==> config.mk <==
export PLATFORM = sky130hd
export DESIGN_NAME = pll_drp_ctrl
export DESIGN_NICKNAME = d
export VERILOG_FILES = /design/src/rtl/pll_drp_ctrl.sv
export SDC_FILE = /design/constraint.sdc
export NUM_CORES = 1
export LEC_CHECK = 0
export CORE_ASPECT_RATIO = 0.8
export CORE_MARGIN = 1
export CORE_UTILIZATION = 45
export CTS_CLUSTER_DIAMETER = 30
export DETAILED_ROUTE_END_ITERATION = 8
export PLACE_DENSITY = 0.7
export REMOVE_ABC_BUFFERS = 1
export SLEW_MARGIN = 5
export SYNTH_ARGS = -nofsm -noshare
export SYNTH_HDL_FRONTEND = slang
export SYNTH_SLANG_ARGS = --single-unit
export TNS_END_PERCENT = 20
==> constraint.sdc <==
create_clock -name clk -period 5.45 [get_ports clk]
set_input_delay 0.545 -clock clk [delete_from_list [all_inputs] [get_ports clk]]
set_output_delay 0.545 -clock clk [all_outputs]
set_load 0.01 [all_outputs]
==> src/rtl/pll_drp_ctrl.sv <==
// DRP shadow/active ratio registers plus generator reset, power-down and lock sequencing.
// Access completes DRDY_LATENCY cycles after DEN; strobes during an access are dropped and flag BUSY_ERR.
module pll_drp_ctrl #(
  parameter int NUM_OUT      = 4,
  parameter int M_INIT       = 2,
  parameter int D_INIT       = 1,
  parameter int O_INIT       = 8,
  parameter int RST_CYCLES   = 4,
  parameter int LOCK_CYCLES  = 16,
  parameter int DRDY_LATENCY = 2
) (
  input  logic                   clk,
  input  logic                   RST,
  input  logic [6:0]             DADDR,
  input  logic [15:0]            DI,
  input  logic                   DEN,
  input  logic                   DWE,
  output logic [15:0]            DO,
  output logic                   DRDY,
  input  logic                   period_stable,
  output logic [31:0]            M,
  output logic [31:0]            D,
  output logic [32*NUM_OUT-1:0]  O_1000,
  output logic                   fg_RST,
  output logic                   fg_PWRDWN,
  output logic                   LOCKED
);
  localparam int RW = $clog2(RST_CYCLES + 1);
  localparam int LW = $clog2(LOCK_CYCLES + 1);
  localparam int AW = $clog2(DRDY_LATENCY + 1);

  typedef enum logic [2:0] {
    S_PWRDN  = 3'd0,
    S_RESET  = 3'd1,
    S_WAIT   = 3'd2,
    S_COUNT  = 3'd3,
    S_LOCKED = 3'd4
  } state_t;

  state_t        state, state_n;
  logic [RW-1:0] rst_cnt, rst_cnt_n;
  logic [LW-1:0] lock_cnt, lock_cnt_n;

  logic          busy;
  logic [AW-1:0] acc_cnt;
  logic [6:0]    req_addr;
  logic [15:0]   req_di;
  logic          req_we;

  logic [6:0]    sh_m, act_m;
  logic [5:0]    sh_d, act_d;
  logic [10:0]   sh_o [NUM_OUT];
  logic [10:0]   act_o [NUM_OUT];
  logic          pd_req, range_err, busy_err;

  logic               wr, ctrl_wr, apply, clr_err, pd_eff, range_set;
  logic               m_ok, d_ok, o_ok, o_hit;
  logic [NUM_OUT-1:0] o_sel;
  logic [10:0]        o_rd;
  logic [15:0]        rd_dat;

  assign DRDY    = busy && (acc_cnt == AW'(DRDY_LATENCY));
  assign wr      = DRDY && req_we;
  assign ctrl_wr = wr && (req_addr == 7'h02);
  assign apply   = ctrl_wr && req_di[0];
  assign clr_err = ctrl_wr && req_di[2];
  assign pd_eff  = ctrl_wr ? req_di[1] : pd_req;

  assign m_ok = (req_di >= 16'd2) && (req_di <= 16'd64);
  assign d_ok = (req_di >= 16'd1) && (req_di <= 16'd56);
  assign o_ok = (req_di >= 16'd8) && (req_di <= 16'd1024);

  always_comb begin
    o_sel = '0;
    o_rd  = '0;
    for (int i = 0; i < NUM_OUT; i++) begin
      if (req_addr == 7'(16 + i)) begin
        o_sel[i] = 1'b1;
        o_rd     = sh_o[i];
      end
    end
  end
  assign o_hit = |o_sel;

  assign range_set = wr && (((req_addr == 7'h00) && !m_ok) ||
                            ((req_addr == 7'h01) && !d_ok) ||
                            (o_hit && !o_ok));

  // Access tracker and register file; write effects land at the end of the DRDY cycle.
  always_ff @(posedge clk) begin
    if (RST) begin
      busy      <= 1'b0;
      acc_cnt   <= '0;
      req_addr  <= '0;
      req_di    <= '0;
      req_we    <= 1'b0;
      sh_m      <= 7'(M_INIT);
      act_m     <= 7'(M_INIT);
      sh_d      <= 6'(D_INIT);
      act_d     <= 6'(D_INIT);
      for (int i = 0; i < NUM_OUT; i++) begin
        sh_o[i]  <= 11'(O_INIT);
        act_o[i] <= 11'(O_INIT);
      end
      pd_req    <= 1'b0;
      range_err <= 1'b0;
      busy_err  <= 1'b0;
    end else begin
      if (DEN && !busy) begin
        busy     <= 1'b1;
        acc_cnt  <= AW'(1);
        req_addr <= DADDR;
        req_di   <= DI;
        req_we   <= DWE;
      end else if (busy) begin
        if (DRDY) busy <= 1'b0;
        else      acc_cnt <= acc_cnt + AW'(1);
      end

      if (wr && (req_addr == 7'h00) && m_ok) sh_m <= req_di[6:0];
      if (wr && (req_addr == 7'h01) && d_ok) sh_d <= req_di[5:0];
      for (int i = 0; i < NUM_OUT; i++) begin
        if (wr && o_sel[i] && o_ok) sh_o[i] <= req_di[10:0];
      end

      if (apply) begin
        act_m <= sh_m;
        act_d <= sh_d;
        for (int i = 0; i < NUM_OUT; i++) act_o[i] <= sh_o[i];
      end

      pd_req    <= pd_eff;
      range_err <= (range_err && !clr_err) || range_set;
      busy_err  <= (busy_err && !clr_err) || (DEN && busy);
    end
  end

  always_ff @(posedge clk) begin
    if (RST) begin
      state    <= S_RESET;
      rst_cnt  <= '0;
      lock_cnt <= '0;
    end else begin
      state    <= state_n;
      rst_cnt  <= rst_cnt_n;
      lock_cnt <= lock_cnt_n;
    end
  end

  // Power-down dominates; apply or leaving power-down restarts the reset phase.
  always_comb begin
    state_n    = state;
    rst_cnt_n  = rst_cnt;
    lock_cnt_n = lock_cnt;
    if (pd_eff) begin
      state_n    = S_PWRDN;
      rst_cnt_n  = '0;
      lock_cnt_n = '0;
    end else if ((state == S_PWRDN) || apply) begin
      state_n    = S_RESET;
      rst_cnt_n  = '0;
      lock_cnt_n = '0;
    end else begin
      unique case (state)
        S_RESET: begin
          if (rst_cnt >= RW'(RST_CYCLES - 1)) begin
            state_n   = S_WAIT;
            rst_cnt_n = '0;
          end else begin
            rst_cnt_n = rst_cnt + RW'(1);
          end
        end
        S_WAIT: begin
          if (period_stable) begin
            state_n    = S_COUNT;
            lock_cnt_n = '0;
          end
        end
        S_COUNT: begin
          if (!period_stable) begin
            state_n    = S_WAIT;
            lock_cnt_n = '0;
          end else if (lock_cnt >= LW'(LOCK_CYCLES - 1)) begin
            state_n    = S_LOCKED;
            lock_cnt_n = LW'(LOCK_CYCLES);
          end else begin
            lock_cnt_n = lock_cnt + LW'(1);
          end
        end
        S_LOCKED: begin
          if (!period_stable) begin
            state_n    = S_WAIT;
            lock_cnt_n = '0;
          end
        end
        default: state_n = S_RESET;
      endcase
    end
  end

  assign fg_PWRDWN = (state == S_PWRDN);
  assign fg_RST    = (state == S_PWRDN) || (state == S_RESET);
  assign LOCKED    = (state == S_LOCKED);

  always_comb begin
    rd_dat = '0;
    case (req_addr)
      7'h00:   rd_dat = {9'b0, sh_m};
      7'h01:   rd_dat = {10'b0, sh_d};
      7'h02:   rd_dat = {14'b0, pd_req, 1'b0};
      7'h03:   rd_dat = {10'b0, busy_err, range_err, state, LOCKED};
      default: if (o_hit) rd_dat = {5'b0, o_rd};
    endcase
  end

  assign DO = (DRDY && !req_we) ? rd_dat : 16'h0;
  assign M  = {25'b0, act_m};
  assign D  = {26'b0, act_d};

  for (genvar g = 0; g < NUM_OUT; g++) begin : g_o
    assign O_1000[32*g +: 32] = 32'(act_o[g]) * 32'd125;
  end

endmodule

# --- Word level (Yosys, flattened, before mapping) ---
# Memory sizes are Yosys's and may differ from the RTL's.
# Cells that the tools add are included.
classes:
  n_addsub: 3
  mul: 4
  order_cmp: 8
  n_eq_ne: 21
  muxes: 57
  n_bitwise: 9
  reduce_logical: 53
op_table:
  columns: ["op", "n"]
  rows:
  - ["$mux W11", 13]
  - ["$mul A11 B7 Y18 const B", 4]
  - ["$pmux W11 S4", 1]
  - ["$mux W1", 30]
  - ["$logic_and A1 B1 Y1", 29]
  - ["$eq A7 B5 Y1 const B", 4]
  - ["$mux W5", 4]
  - ["$mux W3", 6]
  - ["$ge A16 B1 Y1 const B", 1]
  - ["$ge A16 B2 Y1 const B", 1]
  - ["$ge A16 B4 Y1 const B", 1]
  - ["$le A16 B11 Y1 const B", 1]
  - ["$le A16 B6 Y1 const B", 1]
  - ["$le A16 B7 Y1 const B", 1]
  - ["$mux W16", 1]
  - ["$pmux W5 S3", 1]
  - ["$eq A7 B2 Y1 const B", 2]
  - ["$pmux W3 S4", 1]
  - ["$ne A4 B4 Y1 const B", 2]
  - ["$or A1 B1 Y1", 8]
  - ["$reduce_and A4 Y1", 2]
  - ["$eq A7 B1 Y1 const B", 1]
  - ["$logic_not A7 Y1", 1]
  - ["$eq A3 B2 Y1 const B", 2]
  - ["24 further kinds", 37]
word_totals:
  regBits: 67
  ramBits: 88
  input_bits: 28
  output_inout_bits: 212
  word_cells: 174
  memories: 2
memory_table:
  columns: ["name", "depth", "width", "rd", "rd_ports_with_merged_regs", "wr", "line", "source"]
  rows:
  - ["act_o", 4, 11, 4, 0, 4, "53", "logic [10:0] act_o [NUM_OUT];"]
  - ["sh_o", 4, 11, 4, 0, 4, "52", "logic [10:0] sh_o [NUM_OUT];"]

# --- Logic depth before layout (Yosys ltp) ---
# Gate-level depths: netlist of run 1.
logic_depth:
  word_depth: 9
  ltp_mapped: 15

# --- Worst setup path before layout of run 1 ---
# OpenSTA, ideal clock, no wires.
synth_path:
  kind: "register to output"
  from: "mem act_o[0][0]"
  to: "out O_1000[17]"
  arrival_time_ps: 4529
  t_required_ps: 4905
  setup_slack_ps: 376
  stages_incl_launch_ff: 15
  n_path_buf: 0
  cell_sequence: "edfxtp_1 -> fa_1 -> fa_1 -> inv_1 -> fa_1 -> fa_1 -> inv_1 -> ha_1 -> o21a_1 -> a21oi_1 -> o21ai_0 -> and3b_1 -> a2111oi_0 -> a21oi_1 -> xnor2_1"
synth_rtl:
  columns: ["item", "line", "source"]
  rows:
  - ["start: declaration", "53", null]
  - ["end: declaration", "23", "output logic [32*NUM_OUT-1:0] O_1000,"]

==> reports/metrics.yaml, run 1 <==
global_route:
  grt_first_pass_wirelength_microns: 49800
  grt_overflow: 0
  grt_max_degree: 45
  antenna_found_initial: 0
  grt_pass1_vias: 9963
  grtUsageTotal_pct: 18.6
timing:
  period_share_pct: 97.4
  rsz0062_at_grt: "yes"
  worstMarginPinSlew_ns: 1.05
  holdWs_ns: 0.456
  hold_viol_final: 0
  max_freq_ghz: 0.188
  min_period_ns: 5.31
  skew_ns: 0.00750
  worst_slack_ns: 0.142
  relSlewSlack_pct: 30.1
  setup_viol: 0
  final_max_slew_viol_count: 0
synth:
  synth-compound-area-share_pct: 8.90
  synth_area_sq_um: 14800
  ys.flop_type: "edfxtp_1"
  synth-edff-count: 88
  ys_ff_latch: 155
  muxShareOfSynthArea_pct: 1.61
  synthAdderAreaFrac_pct: 33.4
  synth_area_per_cell_sq_um: 9.64
  synth-simple-area-share_pct: 12.9
  synth.distinct_cells: 59
  yosysWarningCount: 0
  synth_top_family_by_area: "adder cells"
  synthXorXnorAreaFrac_pct: 3.20
  synthArstFlopShare_pct: 0
  syn_inst: 1534
  synth_seq_area_share_pct: 26.9
route:
  postRouteAntennaNets: 0
  wl_microns: 30600
  dr_total_vias: 10400
  firstDrtPassIters: 5
  wl_per_cell_microns: 14.5
  drcViolationCount: 0
  drt_iter0_markers: 544
  viasPerCell: 4.89
worst_hold_path:
  hold-path-endpoint: "req_di[13]"
  hp-class: "reg -> reg"
  min_path_cells: 2
  hp-start: "req_di[13]"
setup_path:
  worstReg2RegEnd: "act_o[2][10]"
  reg2reg_slack_ns: 2.19
  cp-end-kind: "output port"
  required_ns: 4.91
  r2r_start: "acc_cnt[0]"
  cp-start-kind: "flop"
  crit_arrival_ns: 4.76
  critPathMaxFanout: 3
  path_class: "reg -> out"
  reg2reg_depth: 6
power:
  total_power_mw: 5.50
  powerDensity_nw_per_um2: 323
  ir_worst_vdd_mv: 0.187
  leakagePower_nw: 7.96
cts:
  cts-root-buf: "clkbuf_16"
  clk_pin_slew_worst_paths_ns: 0.06
  cts_buffer_depth: 2
  numCtsBuffers: 17
  cts_tree: "built"
  htree_levels: 4
  clk_latency_ns: 0.43
  clkSinkCount: 155
floorplanning:
  ioPinCount: 240
  core_sq_um: 31900
  die_y_microns: 164
  row_count: 58
  fp.dieW_microns: 205
  initial_core_util_pct: 46.4
  dieArea_sq_um: 33600
layout:
  area_delta_synth_final_pct: 15.0
  diodes: 0
  layout.nets: 2028
  drive_gt1_share_pct: 7.95
flow_run:
  cap_viol_max_count: 0
outcome:
  status: "finished, final reports clean"
placement:
  pre_cts_slack_ns: -0.0586
  dpl.hpwl_microns: 24400
  io_buffers: 127
  place_congestion: 0.866
## worst max path at each step
stage	startpoint	endpoint	slack [ns]	cells after the start
floorplan	act_o[0][0]	O_1000[17]	0.32	14
global placement	act_o[0][0]	O_1000[17]	-0.02	16
detailed placement	act_o[0][1]	O_1000[17]	-0.06	16
CTS	act_o[1][0]	O_1000[47]	0.002	15
global route	act_o[3][2]	O_1000[111]	-0.15	17
finish	act_o[1][2]	O_1000[48]	0.14	16
## through the flow
| stage | setup TNS (ns) | utilization [%] | cell area, sq um | instances |
|---|---|---|---|---|
| after floorplan | 0 | - | 14200 | 1487 |
| after global placement | -0.0167 | 51.0 | 16200 | 2073 |
| after CTS | 0 | 53.0 | 16900 | 2109 |
| after detailed placement | -0.0586 | 51.0 | 16200 | 2073 |
| after global routing | -0.489 | 53.4 | 17000 | 2118 |
| final | 0 | 53.4 | 17000 | 2118 |
## power breakdown
group | switching, mW | internal [mW] | leakage (nW)
Sequential | 0.0731 | 1.28 | 1.43
Combinational | 1.49 | 1.51 | 6.25
Clock | 0.447 | 0.695 | 0.290
Total | 2.01 | 3.49 | 7.96
## registers in the layout, summed over array words and instances (netlist names), 2 cells and up
name      cells
acc_cnt       2
rst_cnt       3
act_m         7
state         3
sh_m          7
sh_d          6
sh_o         44
lock_cnt      5
act_o        44
act_d         6
req_addr      7
req_di       16
## Yosys cell counts (17+ instances only)
library cell | count | area share, %
nor3_1 | 25 | 0.85
nand2_1 | 117 | 3.0
o21ai_0 | 28 | 0.95
ha_1 | 177 | 15
fa_1 | 136 | 18
dfxtp_1 | 67 | 9.1
and2_1 | 77 | 3.3
xnor2_1 | 41 | 2.4
edfxtp_1 | 88 | 18
nor2b_1 | 22 | 0.93
nor2_1 | 96 | 2.4
buf_4 | 121 | 6.1
inv_1 | 232 | 5.9
mux2i_1 | 17 | 1.2
clkbuf_1 | 33 | 0.84
a21oi_1 | 83 | 2.8
## critical path, cell delays in order, from the launching register on
cell	delay, ns
edfxtp_1	0.43
fa_1	0.54
fa_1	0.51
inv_1	0.05
fa_1	0.47
fa_1	0.51
inv_1	0.04
ha_1	0.32
buf_4	0.16
nand3_1	0.09
nor2_2	0.06
o31ai_2	0.23
a21oi_2	0.13
a211oi_2	0.26
a21oi_1	0.12
xor2_1	0.15
dlygate4sd2_1	0.28
## placed cells by master, fill, tap and decap left out, types with 22 or more instances in the layout
cell type | Yosys | final
a21oi_1 | 83 | 76
and2_1 | 77 | 77
buf_4 | 121 | 53
clkdlybuf4s50_1 | 0 | 100
conb_1 | 1 | 112
dfxtp_1 | 67 | 67
edfxtp_1 | 88 | 88
fa_1 | 136 | 136
ha_1 | 177 | 173
inv_1 | 232 | 220
nand2_1 | 117 | 117
nor2_1 | 96 | 95
nor3_1 | 25 | 24
o21ai_0 | 28 | 22
xnor2_1 | 41 | 41
## cells by family (layout without fill, tap and decap cells)
family / after synthesis / in the layout
fa+ha+maj: 313 / 313
buf+inv: 390 / 443
mux: 21 / 21
compound gates: 207 / 207
simple gates: 393 / 393
other cells: 1 / 112
xor+xnor: 54 / 54
flops: 155 / 155
## layout make-up
class / instances / area (sq um)
fillers: 2832 / 14900
multi-input cells: 1100 / 9410
flip-flops and latches: 155 / 3980
repair buffers: 181 / 1650
inverters: 232 / 873
well taps: 420 / 526
clock buffers: 23 / 509
clock inverters: 7 / 61.3
## routing by layer
| metal | up-vias | wire length, microns | global-route usage, % |
|---|---|---|---|
| met5 | - | 0 | 0 |
| met4 | 0 | 391 | 4.34 |
| met3 | 30 | 1810 | 2.92 |
| met2 | 298 | 13700 | 28.5 |
| met1 | 4943 | 14700 | 27.2 |
| li1 | 5093 | - | - |
## timing repair
action,4_1_cts,5_1_grt
buffers inserted,6,9
pin swaps,6,23
hold buffers,0,0
endpoints found under the setup margin,22,27
resized for setup,48,41
No activity file was read; power rests on OpenSTA's default activity.
==> run 2, diff against run 1 <==
- CORE_MARGIN: 1 -> 3
- GPL_ROUTABILITY_DRIVEN: not set -> 0
==> run 2 against run 1 <==
Net effect: design area about the same; register-to-register slack got worse by 0.04 ns; fmax is 0.83% lower; global-route usage shrank 0.69 points; sequential share of layout area about the same; first-iteration DRC count increased by 61%; power down 0.43%; critical path type unchanged.
==> reports/metrics.yaml, run 2 (synthesis gave the netlist of run 1 again) <==
layout:
  final_cell_count_no_fill: 2115  # -0.14%
  drive_gt1_share_pct: 7.67  # -0.28 points
  reg.largest.list: "act_o: 44 flops, sh_o: 44 flops, req_di: 16 flops"
  layout.nets: 2023  # -0.25%
  fin_util_pct: 53.2  # -0.13 points
  area_delta_synth_final_pct: 14.9  # about the same
  nFillCells: 2886  # +1.9%
  multi_input_area_sq_um: 9440  # +0.36%
  final_area_sq_um: 17000  # about the same
  diodes: 0  # unchanged
  ff_latch_area_sq_um: 3980  # unchanged
  final_cell_mix: "inv_1, ha_1, fa_1"
  final_common_cell: "inv_1"
floorplanning:
  dieArea_sq_um: 35100  # +4.4%
  fp.dieW_microns: 209  # +2.0%
  initial_core_util_pct: 46.3  # -0.11 points
  ioPinCount: 240  # unchanged
  core_sq_um: 31900  # +0.23%
  row_count: 58  # unchanged
  die_y_microns: 168  # +2.4%
cts:
  cts_buffer_depth: 2  # unchanged
  clk_latency_ns: 0.41  # -0.02 ns
  cts_tree: "built"
  cts-root-buf: "clkbuf_16"
  numCtsBuffers: 17  # unchanged
  htree_levels: 4  # unchanged
  clkSinkCount: 155  # unchanged
  clk_pin_slew_worst_paths_ns: 0.06  # about the same
global_route:
  use_met1_pct: 26.7  # -0.57 points
  grt_overflow: 0  # unchanged
  grtUsageTotal_pct: 17.9  # -0.69 points
  antenna_found_initial: 0  # unchanged
  grt_pass1_vias: 10300  # +3.2%
  grt_first_pass_wirelength_microns: 52200  # +4.7%
  met3_usage_pct: 2.65  # -0.27 points
  grtUsageMet2_pct: 28.0  # -0.49 points
  grt.busiest_layer: "met2"
  grt_max_degree: 45  # unchanged
route:
  wl_microns: 31400  # +2.6%
  firstDrtPassIters: 5  # unchanged
  postRouteAntennaNets: 0  # unchanged
  drt_iter0_markers: 877  # +61%
  dr_total_vias: 10300  # -0.28%
  drcViolationCount: 0  # unchanged
  wl_per_cell_microns: 14.9  # +2.8%
  viasPerCell: 4.89  # -0.14%
setup_path:
  required_ns: 4.91  # about the same
  cp-start-kind: "flop"
  path_class: "reg -> out"
  cp-end-kind: "output port"
  r2r_start: "req_addr[2]"
  critPathMaxFanout: 4  # +1
  crit_arrival_ns: 4.81  # +0.05 ns
  crit_start: "act_o[0][5]"
power:
  leakagePower_nw: 7.98  # +0.17%
  total_power_mw: 5.47  # -0.43%
  ir_worst_vdd_mv: 0.207  # +11%
  powerDensity_nw_per_um2: 322  # -0.41%
timing:
  hold_viol_final: 0  # unchanged
  max_freq_ghz: 0.187  # -0.83%
  min_period_ns: 5.35  # +0.0445 ns
  fin_tns_setup_ns: 0  # unchanged
  skew_ns: 0.00895  # +0.00145 ns
  period_share_pct: 98.2  # +0.82 points
  relSlewSlack_pct: 28.3  # -1.8 points
  worstMarginPinSlew_ns: 1.07  # +0.0264 ns
  final_max_slew_viol_count: 0  # unchanged
  rsz0062_at_grt: "yes"
  setup_viol: 0  # unchanged
worst_hold_path:
  hp-class: "reg -> reg"
  hp-start: "req_di[12]"
placement:
  place_area_sq_um: 16200  # about the same
  dp.cells: 2071  # -0.096%
  dpl.hpwl_microns: 25100  # +3.0%
  io_buffers: 127  # unchanged
flow_run:
  cap_viol_max_count: 0  # unchanged
outcome:
  status: "finished, final reports clean"
-- run 2: changes by cell type in the layout (fill, tap and decap cells not counted), moves of 3 or more --
| cell | change |
|---|---|
| buf_4 | -4 |
| dlymetal6s2s_1 | +4 |
| ha_1 | -3 |
| inv_4 | +3 |
-- run 2: power by group --
part | internal (mW) | total, mW | switching (mW)
Sequential | 1.28 | 1.35 | 0.0724
Combinational | 1.52 | 3.03 | 1.51
Clock | 0.631 | 1.09 | 0.457
Total | 3.44 | 5.47 | 2.04
-- run 2: final cells by class --
type                            count  share of cell area (%)
Clock buffer                       22                    2.86
Tap cell                          420                    3.09
Multi-Input combinational cell   1100                    55.5
Timing Repair Buffer              176                    9.59
Clock inverter                     10                   0.368
Sequential cell                   155                    23.4
Inverter                          232                    5.14
-- run 2: through the flow --
step / hold slack, ns / setup slack (ns)
floorplan: 0.425 / 0.324
global placement: 0.437 / -0.0380
detailed placement: 0.445 / -0.0787
CTS: 0.455 / -0.197
global route: 0.474 / -0.125
finish: 0.456 / 0.0970
-- run 2: path summary, 6_finish.rpt --
path                      end  slack, ns  cells past startpoint
setup reg to reg  act_o[0][7]       2.15                      5
setup / recovery   O_1000[16]        0.1                     16
hold reg to reg    req_di[12]       0.46                      2
hold / removal     req_di[12]       0.46                      2
-- run 2: metal layers --
metal	vias to the layer above	share of wire [%]
li1	5099	-
met4	0	1.2
met3	30	5.1
met2	259	45
met5	-	0
met1	4947	48
-- run 2: worst max-delay path, stage by stage (launching register included) --
cell and delay, ns:
edfxtp_1 0.40, inv_1 0.12, buf_4 0.18, fa_1 0.50
fa_1 0.53, inv_1 0.06, fa_1 0.45, ha_1 0.31
ha_1 0.35, a21o_1 0.18, a21oi_1 0.21, buf_4 0.16
o211ai_1 0.10, a31o_2 0.25, a21oi_1 0.16, xnor2_1 0.14
dlygate4sd2_1 0.29
-- run 2: timing repair --
item,CTS,global route
buffers inserted,3,9
hold buffers,0,0
pin swaps,8,20
resized for setup,43,45
endpoints found under the setup margin,21,31
hold endpoints to repair,0,0
